===== src/rtl/i2c_write_arbiter_pkg.sv =====
// Shared definitions for the i2c_com write arbiter: FSM encodings, word layout and helpers.
package i2c_write_arbiter_pkg;

  localparam int I2C_WORD_W = 32;
  localparam int ID_W       = 3;

  localparam logic [7:0] OV5640_DEV_ADDR = 8'h78;

  localparam int DEV_ADDR_LSB = 24;
  localparam int REG_ADDR_LSB = 8;
  localparam int DATA_LSB     = 0;

  localparam logic [1:0] ST_IDLE = 2'd0;
  localparam logic [1:0] ST_WAIT = 2'd1;
  localparam logic [1:0] ST_DONE = 2'd2;

  typedef struct packed {
    logic [7:0]  dev_addr;
    logic [15:0] reg_addr;
    logic [7:0]  data;
  } i2c_word_t;

  function automatic logic [I2C_WORD_W-1:0] pack_word(input logic [7:0]  dev_addr,
                                                      input logic [15:0] reg_addr,
                                                      input logic [7:0]  data);
    i2c_word_t w;
    w.dev_addr = dev_addr;
    w.reg_addr = reg_addr;
    w.data     = data;
    return w;
  endfunction

endpackage


===== src/rtl/i2c_write_arbiter_if.sv =====
// Bundle of requester-side and engine-side signals around the write arbiter.
interface i2c_write_arbiter_if
  import i2c_write_arbiter_pkg::*;
#(
  parameter int NUM_REQ = 2
);

  logic [NUM_REQ-1:0]            req_valid;
  logic [I2C_WORD_W*NUM_REQ-1:0] req_data;
  logic [NUM_REQ-1:0]            req_done;
  logic [NUM_REQ-1:0]            req_err;
  logic                          busy;
  logic [ID_W-1:0]               grant_id;
  logic [I2C_WORD_W-1:0]         i2c_data;
  logic                          start;
  logic                          tr_end;
  logic                          ack;

  // master is the arbiter; slave is the requesters plus the i2c_com engine
  modport master (
    input  req_valid, req_data, tr_end, ack,
    output req_done, req_err, busy, grant_id, i2c_data, start
  );

  modport slave (
    output req_valid, req_data, tr_end, ack,
    input  req_done, req_err, busy, grant_id, i2c_data, start
  );

endinterface


===== src/rtl/i2c_write_arbiter_rr_pick.sv =====
// Combinational rotate-priority picker: first valid requester after rr_ptr, modulo NUM_REQ.
module i2c_rr_pick
  import i2c_write_arbiter_pkg::*;
#(
  parameter int NUM_REQ = 2
) (
  input  logic [NUM_REQ-1:0] req_valid,
  input  logic [ID_W-1:0]    rr_ptr,
  output logic               any,
  output logic [ID_W-1:0]    winner
);

  localparam int PW = ID_W + 1;

  logic [(2**ID_W)-1:0] valid_pad;
  logic [PW-1:0]        pos;
  logic                 found;

  assign any = |req_valid;

  // Walk the requesters in order rr_ptr+1, rr_ptr+2, ...; the first hit wins.
  always_comb begin
    valid_pad = (2**ID_W)'(req_valid);
    winner    = '0;
    found     = 1'b0;
    pos       = '0;
    for (int k = 1; k <= NUM_REQ; k++) begin
      pos = {1'b0, rr_ptr} + PW'(k);
      if (pos >= PW'(NUM_REQ)) begin
        pos = pos - PW'(NUM_REQ);
      end
      if (!found && valid_pad[pos[ID_W-1:0]]) begin
        winner = pos[ID_W-1:0];
        found  = 1'b1;
      end
    end
  end

endmodule


===== src/rtl/i2c_write_arbiter.sv =====
// Round-robin arbiter sharing the single i2c_com write engine between NUM_REQ requesters.
// One 32-bit word per grant; each transfer reports NACK or timeout on req_err.
module i2c_write_arbiter
  import i2c_write_arbiter_pkg::*;
#(
  parameter int NUM_REQ     = 2,
  parameter int TIMEOUT_CYC = 4000,
  parameter int CNT_W       = 12
) (
  input logic                 clock_i2c,
  input logic                 camera_rst,
  i2c_write_arbiter_if.master bus
);

  logic [1:0]            state;
  logic [ID_W-1:0]       rr_ptr;
  logic [ID_W-1:0]       grant_id;
  logic [CNT_W-1:0]      cnt;
  logic [I2C_WORD_W-1:0] i2c_data;
  logic                  start;
  logic                  busy;
  logic [NUM_REQ-1:0]    req_done;
  logic [NUM_REQ-1:0]    req_err;
  logic                  any;
  logic [ID_W-1:0]       winner;
  logic [I2C_WORD_W-1:0] win_word;
  logic [NUM_REQ-1:0]    grant_oh;

  i2c_rr_pick #(.NUM_REQ(NUM_REQ)) u_pick (
    .req_valid (bus.req_valid),
    .rr_ptr    (rr_ptr),
    .any       (any),
    .winner    (winner)
  );

  assign grant_oh = NUM_REQ'(1) << grant_id;

  always_comb begin
    win_word = '0;
    for (int i = 0; i < NUM_REQ; i++) begin
      if (winner == ID_W'(i)) begin
        win_word = bus.req_data[I2C_WORD_W*i +: I2C_WORD_W];
      end
    end
  end

  // A stale tr_end from the previous transfer blocks new grants until it drops.
  always_ff @(posedge clock_i2c or posedge camera_rst) begin
    if (camera_rst) begin
      state    <= ST_IDLE;
      rr_ptr   <= ID_W'(NUM_REQ - 1);
      cnt      <= '0;
      i2c_data <= '0;
      start    <= 1'b0;
      busy     <= 1'b0;
      grant_id <= '0;
      req_done <= '0;
      req_err  <= '0;
    end else begin
      case (state)
        ST_IDLE: begin
          if (any && !bus.tr_end) begin
            i2c_data <= win_word;
            start    <= 1'b1;
            busy     <= 1'b1;
            grant_id <= winner;
            rr_ptr   <= winner;
            cnt      <= '0;
            state    <= ST_WAIT;
          end
        end
        ST_WAIT: begin
          if (bus.tr_end) begin
            start    <= 1'b0;
            req_done <= grant_oh;
            req_err  <= bus.ack ? grant_oh : '0;
            state    <= ST_DONE;
          end else if (cnt == CNT_W'(TIMEOUT_CYC - 1)) begin
            start    <= 1'b0;
            req_done <= grant_oh;
            req_err  <= grant_oh;
            state    <= ST_DONE;
          end else if (cnt != '1) begin
            cnt <= cnt + CNT_W'(1);
          end
        end
        ST_DONE: begin
          req_done <= '0;
          req_err  <= '0;
          busy     <= 1'b0;
          state    <= ST_IDLE;
        end
        default: begin
          state <= ST_IDLE;
        end
      endcase
    end
  end

  assign bus.i2c_data = i2c_data;
  assign bus.start    = start;
  assign bus.busy     = busy;
  assign bus.grant_id = grant_id;
  assign bus.req_done = req_done;
  assign bus.req_err  = req_err;

endmodule

===== src/flat_wrapper.sv =====
// flat-port wrapper written by rule: the top's interface ports become plain ports
module i2c_write_arbiter_flat import i2c_write_arbiter_pkg::*;
#(
  parameter int NUM_REQ     = 2,
  parameter int TIMEOUT_CYC = 4000,
  parameter int CNT_W       = 12
)
  (clock_i2c, camera_rst, bus_req_valid, bus_req_data, bus_tr_end, bus_ack, bus_req_done, bus_req_err, bus_busy, bus_grant_id, bus_i2c_data, bus_start);
  i2c_write_arbiter_if #(.NUM_REQ(NUM_REQ)) bus_i ();
  input logic clock_i2c;
  input logic camera_rst;
  input wire logic [$bits(bus_i.req_valid)-1:0] bus_req_valid;
  input wire logic [$bits(bus_i.req_data)-1:0] bus_req_data;
  input wire logic [$bits(bus_i.tr_end)-1:0] bus_tr_end;
  input wire logic [$bits(bus_i.ack)-1:0] bus_ack;
  output wire logic [$bits(bus_i.req_done)-1:0] bus_req_done;
  output wire logic [$bits(bus_i.req_err)-1:0] bus_req_err;
  output wire logic [$bits(bus_i.busy)-1:0] bus_busy;
  output wire logic [$bits(bus_i.grant_id)-1:0] bus_grant_id;
  output wire logic [$bits(bus_i.i2c_data)-1:0] bus_i2c_data;
  output wire logic [$bits(bus_i.start)-1:0] bus_start;
  assign bus_i.req_valid = bus_req_valid;
  assign bus_i.req_data = bus_req_data;
  assign bus_i.tr_end = bus_tr_end;
  assign bus_i.ack = bus_ack;
  assign bus_req_done = bus_i.req_done;
  assign bus_req_err = bus_i.req_err;
  assign bus_busy = bus_i.busy;
  assign bus_grant_id = bus_i.grant_id;
  assign bus_i2c_data = bus_i.i2c_data;
  assign bus_start = bus_i.start;
  i2c_write_arbiter #(.NUM_REQ(NUM_REQ), .TIMEOUT_CYC(TIMEOUT_CYC), .CNT_W(CNT_W)) u_core (.clock_i2c(clock_i2c), .camera_rst(camera_rst), .bus(bus_i));
endmodule

===== config.mk =====
export PLATFORM = sky130hd
export DESIGN_NAME = i2c_write_arbiter_flat
export DESIGN_NICKNAME = d
export VERILOG_FILES = /design/src/rtl/i2c_write_arbiter_pkg.sv /design/src/rtl/i2c_write_arbiter_if.sv /design/src/rtl/i2c_write_arbiter_rr_pick.sv /design/src/rtl/i2c_write_arbiter.sv /design/src/flat_wrapper.sv
export SDC_FILE = /design/constraint.sdc
export NUM_CORES = 1
export LEC_CHECK = 0
export CORE_UTILIZATION = 45
export CTS_CLUSTER_SIZE = 12
export DETAILED_ROUTE_END_ITERATION = 6
export GPL_TIMING_DRIVEN = 0
export PLACE_DENSITY_LB_ADDON = 0.2
export SETUP_SLACK_MARGIN = 0.2
export SLEW_MARGIN = 20
export SYNTH_ARGS = -nofsm -noshare
export SYNTH_HDL_FRONTEND = slang
export SYNTH_SLANG_ARGS = --single-unit

===== constraint.sdc =====
create_clock -name clock_i2c -period 5.86 [get_ports clock_i2c]
set_input_delay 1.172 -clock clock_i2c [delete_from_list [all_inputs] [get_ports clock_i2c]]
set_output_delay 1.172 -clock clock_i2c [all_outputs]
set_load 0.01 [all_outputs]

==> flow_summary_export.csv, run 1 <==
group,metric,value,unit
outcome,status,"completed",
route,routed_wl,6870,um
critical_path,worstPathRequired,6.03,ns
clocking,ctsHoldBuffers,0,
critical_path,cp_top_family,"buffers and inverters",
die,initial_core_util,0.476,
timing,max_freq,0.336,GHz
final_layout,diodes,0,
critical_path,critPathBufInv,3,
timing,final-setup-viol-count,0,
clocking,cts_root_buf,"clkbuf_8",
global_route,grt_antenna_before_repair,0,
synth,synthCells,286,
synth,ys_seq_elements,56,
timing,maxSlewHeadroom,0.353,
timing,period_needed,2.98,ns
synth,yosysTopAreaCellShare,0.477,
clocking,post_cts_buffers,0,
final_layout,final_area,4180,um^2
critical_path,crit_type,"input port to flip-flop",
global_route,grt_use_met1,0.259,
die,io-pin-count,111,
route,first_pass_iters,4,
power,ir_drop,237,uV
placement,gp_congestion,0.859,
power,p_total,1780,uW
clocking,cts_sinks,56,
timing,finalCritPeriodShare,0.508,
global_route,met3_usage,0.0522,
final_layout,mostFrequentLayoutCell,"clkdlybuf4s50_1",
synth,synthFlopType,"dfrtp_1",
final_layout,syn_to_final_growth,44.9,%
synth,ys_types,39,
timing,setup_ws,2.88,ns
global_route,use_met2,0.361,
route,drc,0,
timing,worst_pin_slew,0.962,ns
final_layout,fillers,501,
clocking,clkSlewWorstSetupHoldPaths,0.10,ns
synth,async_flop_share,1.00,
timing,hold_viol,0,
final_layout,final_cell_mix,"110 x clkdlybuf4s50_1, 55 x dfrtp_1, 44 x nor2_1, 37 x a21oi_1, 33 x mux2i_1",
final_layout,drive_gt1_frac,0.0596,
synth,synth_fp_nets,366,
timing,finalClockSkew,0.00628,ns
critical_path,critPathLaunchType,"input port",
critical_path,crit_fanout,10,
route,ant_nets,0,
global_route,grt_use_total,0.212,
route,wl_per_cell,14.4,um
clocking,clock_path_buffers,2,
synth,netlist_top_cells_area,"dfrtp_1 48%, mux2i_1 11%, a21oi_1 6.4%, nor2_1 5.7%, ha_1 4.3%",
final_layout,seq_area,1400,um^2
route,viasPerCell,5.24,
critical_path,critPathArrivalTime,3.15,ns
synth,syn_area,2880,um^2
synth,avgSynthCellArea,10.1,um^2
clocking,cts_resized,0,
die,core,6060,um^2
critical_path,cp_common_cell,"clkbuf_1",
global_route,grt_overflow,0,
global_route,grt_max_degree,57,
route,dr_total_vias,2505,
synth,yosysWarnings,0,
clocking,cts_tree,"done",
clocking,insertion_delay,0.31,ns
synth,synth_top_cell_by_area,"dfrtp_1",
die,die_x,82.0,um
critical_path,max_stage_delay,0.53,ns
final_layout,multiInputGateArea,1320,um^2
global_route,grt_pass1_wl,10800,um
global_route,first_global_vias,2372,
die,die_area,6730,um^2
final_layout,nets,483,
power,powerDensity,426,nW/um^2
die,fp.dieH,82.0,um
critical_path,critPathCaptureType,"flip-flop",
route,drtIter0Drc,147,
placement,port_buffers,110,
power,power_leakage,0.00177,uW
timing,slew_viol_final,0,
clocking,cts_buffers,5,
placement,pre_cts_ws,2.53,ns
synth,synth_edf_count,0,
global_route,top_usage_layer,"met2",
critical_path,critPathSlowestCell,"clkdlybuf4s50_1",
final_layout,fin_util,0.689,
timing,tns,0,ns
die,fp-row-count,28,
flow_run,max_cap_viol_count,0,
critical_path,crit_chain,"clkdlybuf4s50_1, nor2_1, nor3_2, clkbuf_1, clkbuf_1, a21oi_1",
timing,rsz0062_at_grt,"false",
synth,yosysSeqAreaShare,0.487,
worst_hold_path,hold_class,"flip-flop to flip-flop",
placement,dp_hpwl,5290,um
placement,placedInstanceArea,4080,um^2
clocking,h-tree-depth,2,
worst min-delay path, cell delays in order (launching register included):
cell	delay, ns
dfrtp_1	0.35
nand2_1	0.05
o31ai_1	0.05
cells in the mapped netlist, drive strengths merged (6+ instances only):
cell and instances:
a21oi 37, ha 10, nor2 44, nand2 19, inv 11, mux2i 33
clkbuf 8, dfrtp 55, o21ai 14, buf 6
per-stage QoR:
step,hold slack (ns),instances
after global placement,0.461,471
after global routing,0.520,478
after CTS,0.488,478
after detailed placement,0.466,471
final,0.483,478
after floorplan,0.467,286
area by class of cell:
| class | count | share of cell area |
|---|---|---|
| repair buffers | 110 | 0.264 |
| flip-flops and latches | 56 | 0.336 |
| clock buffers | 7 | 0.0231 |
| inverters | 11 | 0.0105 |
| multi-input cells | 205 | 0.317 |
| plain buffers | 14 | 0.0279 |
| well taps | 75 | 0.0225 |
registers in the layout (all words and copies together) (netlist names):
register	flops
u_core.bus.req_err	2
u_core.rr_ptr	1
u_core.bus.grant_id	3
u_core.bus.i2c_data	32
u_core.cnt	12
u_core.bus.busy	1
u_core.bus.start	1
u_core.bus.req_done	2
u_core.state	2
layer usage:
metal | wire [um] | vias to the layer above
li1 | - | 1216
met1 | 2850 | 1192
met2 | 3490 | 82
met3 | 365 | 15
met4 | 160 | 0
met5 | 0 | -
path summary, 6_finish.rpt:
kind	start	to	slack, ns	depth (start not counted)
worst max-delay path	bus_req_valid[1]	u_core.bus.i2c_data[18]$_DFFE_PP0P_	2.88	6
worst min-delay path	u_core.bus.req_err[1]$_DFFE_PP0P_	u_core.bus.req_err[1]$_DFFE_PP0P_	0.48	2
worst max register to register	u_core.bus.grant_id[1]$_DFFE_PP0P_	u_core.bus.i2c_data[6]$_DFFE_PP0P_	3.46	10
worst min register to register	u_core.bus.req_err[1]$_DFFE_PP0P_	u_core.bus.req_err[1]$_DFFE_PP0P_	0.48	2
max in group asynchronous	camera_rst	u_core.bus.i2c_data[27]$_DFFE_PP0P_	4.10	2
min in group asynchronous	camera_rst	u_core.bus.req_err[1]$_DFFE_PP0P_	1.32	2
report_power, final:
part           switching, uW  leakage [uW]  internal (uW)
clock network            119     0.0000503            106
logic                    434       0.00105            503
registers               86.9      0.000666            531
total                    640       0.00177           1140
logic make-up (layout without fill, tap and decap cells):
family	Yosys count	count (layout)	synth area share
AND/OR/NAND/NOR	89	89	0.141
AO/OA/AOI/OAI	62	62	0.123
flip-flops	56	56	0.487
multiplexers	37	37	0.130
buffers and inverters	25	142	0.0547
adder cells (fa/ha/maj)	10	10	0.0434
XOR/XNOR	7	7	0.0213
No activity file was read; power rests on OpenSTA's default activity.
==> inputs of run 2 (changes only) <==
--- a/config.mk
+++ b/config.mk
@@ -5,7 +5,7 @@
 export SDC_FILE = /design/constraint.sdc
 export NUM_CORES = 1
 export LEC_CHECK = 0
-export CORE_UTILIZATION = 45
+export CORE_UTILIZATION = 40
 export CTS_CLUSTER_SIZE = 12
 export DETAILED_ROUTE_END_ITERATION = 6
 export GPL_TIMING_DRIVEN = 0
==> constraint.sdc (replaced) <==
create_clock -name clock_i2c -period 2.6 [get_ports clock_i2c]
set_input_delay 0.52 -clock clock_i2c [delete_from_list [all_inputs] [get_ports clock_i2c]]
set_output_delay 0.52 -clock clock_i2c [all_outputs]
set_load 0.01 [all_outputs]
==> run 2 against run 1 <==
First-iteration DRC count decreased by 33%. Setup slack worse by 2.6 ns. Final area increased by 1.3%. Die area rose by 12%. Worst hold slack improved by 0.0047 ns. Power is 130% higher. Non-clock buffer count rose by 3. Clock power grew 110%. Critical path type is now flip-flop to flip-flop. Largest cell class unchanged. Highest routed layer unchanged.
==> flow_summary_export.csv, run 2 (synthesized netlist as in run 1, its figures left out) <==
group,metric,value,unit
critical_path,critPathArrivalTime,2.46,ns
timing,hold_viol,0,
placement,port_buffers,110,
timing,max_freq,0.441,GHz
final_layout,largestRegisters,"u_core.bus.i2c_data (32), u_core.cnt (12), u_core.bus.grant_id (3)",
critical_path,crit_chain,"inv_1, ha_1, a21bo_1, and3_4, o211a_1, o21ai_2, buf_6, buf_12, mux2i_1, a21oi_1",
timing,worst_hold_slack,0.488,ns
route,dr_total_vias,2464,
global_route,use_met2,0.311,
placement,placedInstanceArea,4110,um^2
global_route,grt_pass1_wl,10800,um
critical_path,critPathLaunchType,"flip-flop",
power,powerDensity,947,nW/um^2
power,ir_drop,469,uV
global_route,grt_max_degree,57,
timing,finalClockSkew,0.0144,ns
die,die_area,7550,um^2
die,core,6870,um^2
timing,period_needed,2.27,ns
global_route,first_global_vias,2373,
route,drc,0,
critical_path,critPathCaptureType,"flip-flop",
global_route,top_usage_layer,"met2",
placement,dp_hpwl,5070,um
clocking,clkSlewWorstSetupHoldPaths,0.11,ns
final_layout,largest_reg_flops,32,
placement,pre_cts_ws,-0.125,ns
clocking,h-tree-depth,2,
power,p_total,4010,uW
die,fp-row-count,30,
flow_run,max_cap_viol_count,0,
clocking,insertion_delay,0.31,ns
global_route,grt_use_met1,0.228,
route,first_pass_iters,4,
clocking,ctsHoldBuffers,0,
timing,tns,0,ns
global_route,grt_antenna_before_repair,0,
die,fp.dieH,86.9,um
timing,final-setup-viol-count,0,
clocking,cts_root_buf,"clkbuf_8",
final_layout,final_cell_mix,"110 x clkdlybuf4s50_1, 54 x dfrtp_1, 44 x nor2_1, 37 x a21oi_1, 33 x mux2i_1",
route,drtIter0Drc,98,
timing,setup_ws,0.330,ns
timing,worst_pin_slew,1.01,ns
clocking,cts_sinks,56,
final_layout,nets,486,
timing,rsz0062_at_grt,"false",
die,initial_core_util,0.420,
global_route,grt_overflow,0,
critical_path,cp_top_family,"compound AO/OA/AOI/OAI gates",
final_layout,drive_gt1_frac,0.0811,
final_layout,diodes,0,
timing,finalCritPeriodShare,0.873,
die,io-pin-count,111,
route,ant_nets,0,
power,power_leakage,0.00179,uW
global_route,met3_usage,0.0521,
worst_hold_path,hold_class,"flip-flop to flip-flop",
final_layout,final_area,4230,um^2
critical_path,worstPathRequired,2.79,ns
critical_path,crit_type,"flip-flop to flip-flop",
final_layout,syn_to_final_growth,46.8,%
timing,maxSlewHeadroom,0.318,
critical_path,critPathSlowestCell,"dfrtp_2",
route,wl_per_cell,13.3,um
clocking,cts_buffers,5,
critical_path,max_stage_delay,0.46,ns
die,die_x,86.9,um
outcome,status,"completed",
clocking,cts_tree,"done",
route,viasPerCell,4.90,
final_layout,top_register,"u_core.bus.i2c_data",
critical_path,critPathBufInv,3,
clocking,clock_path_buffers,2,
final_layout,mostFrequentLayoutCell,"clkdlybuf4s50_1",
route,routed_wl,6690,um
critical_path,reg2reg_slack,0.33,ns
critical_path,crit_fanout,10,
global_route,grt_use_total,0.182,
timing,slew_viol_final,0,
placement,gp_congestion,0.819,
[run 2: layout make-up]
type,count,area [um^2]
fill,590,2640
sequential,56,1400
multi-input combinational,205,1330
timing repair buffer,113,1120
buffer,14,120
tap,96,120
clock buffer,6,72.6
inverter,11,43.8
clock inverter,2,16.3
[run 2: report_power, final]
part / switching, uW / internal [uW] / total [uW]
Sequential: 189 / 1200 / 1380
Combinational: 979 / 1160 / 2140
Clock: 287 / 193 / 479
[run 2: worst paths after layout]
check / from / endpoint / depth (start not counted)
setup / recovery: u_core.bus.grant_id[1]$_DFFE_PP0P_ / u_core.bus.i2c_data[31]$_DFFE_PP0P_ / 10
min in group asynchronous: camera_rst / u_core.bus.i2c_data[14]$_DFFE_PP0P_ / 2
setup reg to reg: u_core.bus.grant_id[1]$_DFFE_PP0P_ / u_core.bus.i2c_data[31]$_DFFE_PP0P_ / 10
hold reg to reg: u_core.bus.req_err[0]$_DFFE_PP0P_ / u_core.bus.req_err[0]$_DFFE_PP0P_ / 2
max in group asynchronous: camera_rst / u_core.bus.grant_id[1]$_DFFE_PP0P_ / 2
hold / removal: u_core.bus.req_err[0]$_DFFE_PP0P_ / u_core.bus.req_err[0]$_DFFE_PP0P_ / 2
[run 2: metrics by stage]
stage,instances,utilization
after floorplan,286,-
after global placement,492,0.597
final,503,0.616
after global routing,503,0.616
after CTS,500,0.611
after detailed placement,492,0.598
[run 2: worst min-delay path, cell delays in order, from the launching register on]
cell,delay [ns]
dfrtp_1,0.36
nand2_1,0.05
o31ai_1,0.05
[run 2: timing repair]
action / in CTS / in global routing
pin swaps: 0 / 0
setup buffers: 0 / 3
setup endpoints to repair: 6 / 29
resized for setup: 1 / 7
[run 2: metal layers]
metal  up-vias  routed length (um)
li1       1225                   -
met1      1166                2920
met2        67                3280
met3         6                 417
met4         0                  78
met5         -                   0
